File: src/rtl/alpha_beta_shifter_pkg.sv
// Shared encodings and sizes for the alpha/beta byte shifter and its ALU neighbour.
package alpha_beta_shifter_pkg;

  localparam int unsigned BYTES  = 32;
  localparam int unsigned BYTE_W = 8;
  localparam int unsigned DATA_W = 256;
  localparam int unsigned CNT_W  = $clog2(BYTES);

  // ALU state encoding as seen on st; only SEND matters to the shifter
  typedef enum logic [2:0] {
    ALU_IDLE = 3'b000,
    ALU_LOAD = 3'b001,
    ALU_MULT = 3'b010,
    ALU_REDC = 3'b011,
    ALU_HOLD = 3'b100,
    ALU_SEND = 3'b101,
    ALU_AUPD = 3'b110
  } alu_st_e;

endpackage

File: src/rtl/alpha_beta_shifter_if.sv
// Byte streams, ALU handshake and status bundle for the alpha/beta shifter.
interface alpha_beta_shifter_if;
  import alpha_beta_shifter_pkg::*;

  logic [BYTE_W-1:0] RX_DATA;
  logic              RX_VALID;
  logic              RX_READY;
  logic [DATA_W-1:0] PD;
  logic              call;
  logic [2:0]        st;
  logic [DATA_W-1:0] RES;
  logic [BYTE_W-1:0] TX_DATA;
  logic              TX_VALID;
  logic              TX_READY;
  logic              busy;
  logic              err;

  modport slave (
    input  RX_DATA, RX_VALID, st, RES, TX_READY,
    output RX_READY, PD, call, TX_DATA, TX_VALID, busy, err
  );

  modport master (
    output RX_DATA, RX_VALID, st, RES, TX_READY,
    input  RX_READY, PD, call, TX_DATA, TX_VALID, busy, err
  );

endinterface

File: src/rtl/alpha_beta_shifter.sv
// Collects a 32-byte alpha, hands it to the ALU, then streams the 32-byte beta
// result back out; aborts to receive if the ALU never reaches SEND.
module alpha_beta_shifter
  import alpha_beta_shifter_pkg::*;
#(
  parameter int unsigned TIMEOUT = 16
) (
  input logic                 CLK,
  input logic                 RST,
  alpha_beta_shifter_if.slave bus
);

  localparam int unsigned TW = (TIMEOUT > 2) ? $clog2(TIMEOUT) : 1;

  localparam logic [1:0] S_RX   = 2'd0;
  localparam logic [1:0] S_CALL = 2'd1;
  localparam logic [1:0] S_WAIT = 2'd2;
  localparam logic [1:0] S_TX   = 2'd3;

  logic [1:0]        state,    state_nxt;
  logic [DATA_W-1:0] sreg,     sreg_nxt;
  logic [CNT_W-1:0]  cnt,      cnt_nxt;
  logic [TW-1:0]     tcnt,     tcnt_nxt;
  logic              rx_ready, rx_ready_nxt;
  logic              call_q,   call_nxt;
  logic              busy_q,   busy_nxt;
  logic              err_q,    err_nxt;
  logic              tx_valid, tx_valid_nxt;
  logic [BYTE_W-1:0] tx_data,  tx_data_nxt;

  // State and registered outputs
  always_ff @(posedge CLK) begin
    if (RST) begin
      state    <= S_RX;
      sreg     <= '0;
      cnt      <= '0;
      tcnt     <= '0;
      rx_ready <= 1'b1;
      call_q   <= 1'b0;
      busy_q   <= 1'b0;
      err_q    <= 1'b0;
      tx_valid <= 1'b0;
      tx_data  <= '0;
    end else begin
      state    <= state_nxt;
      sreg     <= sreg_nxt;
      cnt      <= cnt_nxt;
      tcnt     <= tcnt_nxt;
      rx_ready <= rx_ready_nxt;
      call_q   <= call_nxt;
      busy_q   <= busy_nxt;
      err_q    <= err_nxt;
      tx_valid <= tx_valid_nxt;
      tx_data  <= tx_data_nxt;
    end
  end

  // Next-state; the abort fires on the wait cycle that makes err land
  // exactly TIMEOUT cycles after the call cycle.
  always_comb begin
    state_nxt = state;
    sreg_nxt  = sreg;
    cnt_nxt   = cnt;
    tcnt_nxt  = tcnt;
    err_nxt   = 1'b0;

    case (state)
      S_RX: begin
        if (bus.RX_VALID) begin
          sreg_nxt = {sreg[DATA_W-BYTE_W-1:0], bus.RX_DATA};
          cnt_nxt  = cnt + CNT_W'(1);
          if (cnt == CNT_W'(BYTES - 1)) state_nxt = S_CALL;
        end
      end
      S_CALL: begin
        tcnt_nxt  = '0;
        state_nxt = S_WAIT;
      end
      S_WAIT: begin
        if (bus.st == ALU_SEND) begin
          sreg_nxt  = bus.RES;
          tcnt_nxt  = '0;
          state_nxt = S_TX;
        end else if (tcnt == TW'(TIMEOUT - 2)) begin
          err_nxt   = 1'b1;
          cnt_nxt   = '0;
          tcnt_nxt  = '0;
          state_nxt = S_RX;
        end else begin
          tcnt_nxt = tcnt + TW'(1);
        end
      end
      S_TX: begin
        if (bus.TX_READY) begin
          sreg_nxt = {sreg[DATA_W-BYTE_W-1:0], BYTE_W'(0)};
          cnt_nxt  = cnt + CNT_W'(1);
          if (cnt == CNT_W'(BYTES - 1)) state_nxt = S_RX;
        end
      end
      default: state_nxt = S_RX;
    endcase

    rx_ready_nxt = (state_nxt == S_RX);
    busy_nxt     = (state_nxt != S_RX);
    call_nxt     = (state_nxt == S_CALL);
    tx_valid_nxt = (state_nxt == S_TX);
    tx_data_nxt  = tx_valid_nxt ? sreg_nxt[DATA_W-1 -: BYTE_W] : '0;
  end

  assign bus.RX_READY = rx_ready;
  assign bus.PD       = sreg;
  assign bus.call     = call_q;
  assign bus.busy     = busy_q;
  assign bus.err      = err_q;
  assign bus.TX_VALID = tx_valid;
  assign bus.TX_DATA  = tx_data;

endmodule
File: src/flat_wrapper.sv
// flat-port wrapper written by rule: the top's interface ports become plain ports
module alpha_beta_shifter_flat import alpha_beta_shifter_pkg::*;
#(
  parameter int unsigned TIMEOUT = 16
)
  (CLK, RST, bus_RX_DATA, bus_RX_VALID, bus_st, bus_RES, bus_TX_READY, bus_RX_READY, bus_PD, bus_call, bus_TX_DATA, bus_TX_VALID, bus_busy, bus_err);
  alpha_beta_shifter_if bus_i ();
  input logic CLK;
  input logic RST;
  input wire logic [$bits(bus_i.RX_DATA)-1:0] bus_RX_DATA;
  input wire logic [$bits(bus_i.RX_VALID)-1:0] bus_RX_VALID;
  input wire logic [$bits(bus_i.st)-1:0] bus_st;
  input wire logic [$bits(bus_i.RES)-1:0] bus_RES;
  input wire logic [$bits(bus_i.TX_READY)-1:0] bus_TX_READY;
  output wire logic [$bits(bus_i.RX_READY)-1:0] bus_RX_READY;
  output wire logic [$bits(bus_i.PD)-1:0] bus_PD;
  output wire logic [$bits(bus_i.call)-1:0] bus_call;
  output wire logic [$bits(bus_i.TX_DATA)-1:0] bus_TX_DATA;
  output wire logic [$bits(bus_i.TX_VALID)-1:0] bus_TX_VALID;
  output wire logic [$bits(bus_i.busy)-1:0] bus_busy;
  output wire logic [$bits(bus_i.err)-1:0] bus_err;
  assign bus_i.RX_DATA = bus_RX_DATA;
  assign bus_i.RX_VALID = bus_RX_VALID;
  assign bus_i.st = bus_st;
  assign bus_i.RES = bus_RES;
  assign bus_i.TX_READY = bus_TX_READY;
  assign bus_RX_READY = bus_i.RX_READY;
  assign bus_PD = bus_i.PD;
  assign bus_call = bus_i.call;
  assign bus_TX_DATA = bus_i.TX_DATA;
  assign bus_TX_VALID = bus_i.TX_VALID;
  assign bus_busy = bus_i.busy;
  assign bus_err = bus_i.err;
  alpha_beta_shifter #(.TIMEOUT(TIMEOUT)) u_core (.CLK(CLK), .RST(RST), .bus(bus_i));
endmodule
File: config.mk
export PLATFORM = sky130hd
export DESIGN_NAME = alpha_beta_shifter_flat
export DESIGN_NICKNAME = d
export VERILOG_FILES = /design/src/rtl/alpha_beta_shifter_pkg.sv /design/src/rtl/alpha_beta_shifter_if.sv /design/src/rtl/alpha_beta_shifter.sv /design/src/flat_wrapper.sv
export SDC_FILE = /design/constraint.sdc
export NUM_CORES = 1
export LEC_CHECK = 0
export BUFFER_PORTS_ARGS = -buffer_cell sky130_fd_sc_hd__buf_2
export CAP_MARGIN = 0
export CELL_PAD_IN_SITES_DETAIL_PLACEMENT = 1
export CELL_PAD_IN_SITES_GLOBAL_PLACEMENT = 1
export CORE_MARGIN = 8
export CORE_UTILIZATION = 31
export CTS_BUF_LIST = sky130_fd_sc_hd__clkbuf_8
export DETAILED_ROUTE_END_ITERATION = 10
export MAX_ROUTING_LAYER = met4
export PLACE_DENSITY_LB_ADDON = 0.1
export SLEW_MARGIN = 30
export SYNTH_ARGS = -nofsm -noshare
export SYNTH_HDL_FRONTEND = slang
export SYNTH_SLANG_ARGS = --single-unit
File: constraint.sdc
create_clock -name CLK -period 2.2 [get_ports CLK]
set_input_delay 0 -clock CLK [delete_from_list [all_inputs] [get_ports CLK]]
set_output_delay 0 -clock CLK [all_outputs]
set_load 0.01 [all_outputs]
==> out/metrics.csv <==
metric;value;unit
highest-count cells in the layout ignoring fill and taps;buf_2 (538), dfxtp_1 (278), dlygate4sd3_1 (271), nor2_1 (259), nor3_1 (253);
TritonCTS clock tree;done;
final worst path period need;2.21;ns
final WL;68800;µm
post-synthesis cell count;1291;
outcome;finished with violations;
layout cells sized above 1;39.0;%
Netlist cell types;44;
pin count of the biggest net entering global routing;77;
Worst-Margin Slew;0.628;ns
vias per cell;5.64;
PwrDens;1380;mW/mm²
critical path class;reg2reg;
Syn Nets;1570;
core region area;0.0363;mm²
die area;0.0431;mm²
final setup fails;2;
synthesis-to-finish area growth;76.6;%
DRT iter0 DRCs;826;
Final nets;2395;
# DRC;0;
Hold Crit Class;in2reg;
Seq/Total Area, Yosys;49.2;%
Slew headroom;58.1;%
cell area after layout;0.0201;mm²
type of origin of the critical path;flip-flop;
Hold WS;0.0621;ns
Top Ports;540;
Synth Flop Type;dfxtp_1;
fin worst setup slack;-0.0125;ns
max frequency;452;MHz
die width;208;µm
Reg2Reg Depth;7;
CP max-delay cell;a2111o_2;
Post-synth ARST share;0;%
critical path cell sequence;ha_1 -> nor2b_1 -> a2111o_2 -> buf_4 -> clkbuf_16 -> a221oi_1 -> nor3_1;
leakage;9.16;nW
Max Buffers Root-to-Sink;3;
Place WS;-0.200;ns
Worst Path Arrival;2.67;ns
failing checks;negative setup slack;
DRT antenna net count;0;
skew final;0.0281;ns
final worst path period share;101;%
CTS HTree Levels;2;
CTS clk-pin slew, worst paths;0.06;ns
Max Cap Violations;0;
CP max FO;36;
Worst path max stage delay;0.57;ns
area leader, netlist;dfxtp_1;
Slew Limit Fails;0;
Post-synth EDFFs;0;
commonest non-fill, non-tap cell in the layout;buf_2;
post-synth top area share;49.2;%
post-placement cell area;0.0150;mm²
global-route wire length before repair;95700;µm
GRT Util Overall;28.8;%
WP data required;2.66;ns
largest cells by area after synthesis;dfxtp_1 (49%), a221oi_1 (19%), nor3_1 (11%), nor2_1 (8.5%), clkbuf_1 (3.2%);
Syn Area/Cell;8.82;µm²
Avg WL per Cell;26.2;µm
Num CTS Buffers;51;
row count;70;
Worst Setup End Kind;flip-flop;
Clock Sink Count;280;
number of port buffers;539;
RR Startpoint;u_core.state[0];
root buf cell;clkbuf_8;
Hold Path Sink;u_core.cnt[1];
Skew-Pair Late Insertion Delay;0.59;ns
Seq cells post-synth;280;
r2r endpoint;u_core.bus.PD[14];
R2R setup slack;-0.01;ns
die height;208;µm
fillers;4154;
gpl congestion;0.858;
RSZ-0062 raised after global routing;yes;
Final Hold Fails;0;
drt pass-1 iters;5;
initial antenna violation count;11;
hold depth;4;
Worst Hold Launch;bus_st[2];
Netlist Area Pre-Place;0.0114;mm²
synth warn;0;
hpwl dp;42700;µm
Vias;14800;
vias in the first global route;15600;
Peak VDD IR;0.000566;V
setup TNS;-0.0195;ns
GR Overflow Total;0;
beginning of the critical path;u_core.state[0];
initial core utilization;31.3;%
[repair_timing]
item                                    4_1_cts  5_1_grt
resized for setup                            18      120
hold buffers                                271        0
pin swaps                                     1        3
gates cloned                                  2       14
endpoints found under the setup margin      101      221
buffers inserted                              3        7
hold endpoints to repair                    266        0
[flip-flops by register name, indices dropped and copies added, names as in the netlist, 2 cells and up]
| signal | flops |
|---|---|
| u_core.cnt | 5 |
| u_core.state | 2 |
| u_core.bus.TX_DATA | 8 |
| u_core.bus.PD | 256 |
| u_core.tcnt | 4 |
[critical path: cells and delay by family, from the launching register on]
family                     cells  cell delay (ns)
AOI/OAI and AO/OA              2             0.88
and+or+nand+nor                2             0.25
buffers and inverters          2             0.42
adders and majority gates      1             0.20
DFF                            1             0.33
[report_power, final]
| part | internal [mW] | switching, mW |
|---|---|---|
| clock network | 2.67 | 2.24 |
| registers | 6.53 | 1.58 |
| logic | 6.45 | 8.36 |
[layer usage]
layer  vias up  global-route usage [%]  part of all wire (%)
li1       6625                       -                     -
met1      7297                    31.7                    39
met2       726                    48.2                    49
met3       194                    7.34                   6.8
met4         0                    13.8                   5.0
met5         -                       -                     0
[worst max path at each step]
stage                                  to  slack [ns]
floorplan                   u_core.cnt[3]        0.06
global placement          u_core.bus.call       -0.11
detailed placement        u_core.bus.call       -0.20
CTS                 u_core.bus.TX_DATA[1]       -0.01
global route            u_core.bus.PD[48]       -0.08
finish                  u_core.bus.PD[14]       -0.01
[Yosys cell counts, drive strengths merged, types with 2 or more instances]
library cell / n
a21o: 2
or3: 2
a22oi: 7
and3: 3
nand3: 5
a22o: 2
a21oi: 13
o21ai: 7
nor2: 259
nand2b: 3
o31ai: 3
nand2: 5
o41ai: 2
nor3: 257
dfxtp: 280
clkbuf: 96
a221oi: 248
nor4: 2
buf: 51
inv: 5
nand3b: 2
or4: 2
a2bb2oi: 7
a21boi: 2
ha: 8
a211oi: 2
nor2b: 2
[logic make-up after synthesis]
group | synth area share [%]
AOI/OAI and AO/OA | 22.8
DFF | 49.2
adders and majority gates | 0.879
and+or+nand+nor | 21.6
buffers and inverters | 5.51
[layout make-up]
cell class	count	area [µm²]	area share, %
antenna	12	30.0	0.149
inverter	5	18.8	0.0933
clock inverter	25	124	0.616
clock buffer	63	867	4.31
timing repair buffer	918	6890	34.3
sequential	280	5610	27.9
multi-input combinational	860	5980	29.7
tap	468	586	2.91
[stage by stage]
| step | instances | total power, mW | util [%] |
|---|---|---|---|
| 3_3_place_gp | 2234 | 19.3 | 41.4 |
| 3_5_place_dp | 2234 | 19.6 | 41.4 |
| 4_1_cts | 2598 | 25.4 | 52.2 |
| 6_report | 2631 | 27.8 | 55.3 |
| 2_1_floorplan | 1291 | 14.4 | - |
| 5_1_grt | 2631 | 29.4 | 55.3 |
Note: power is estimated with default switching activity, not from simulation.
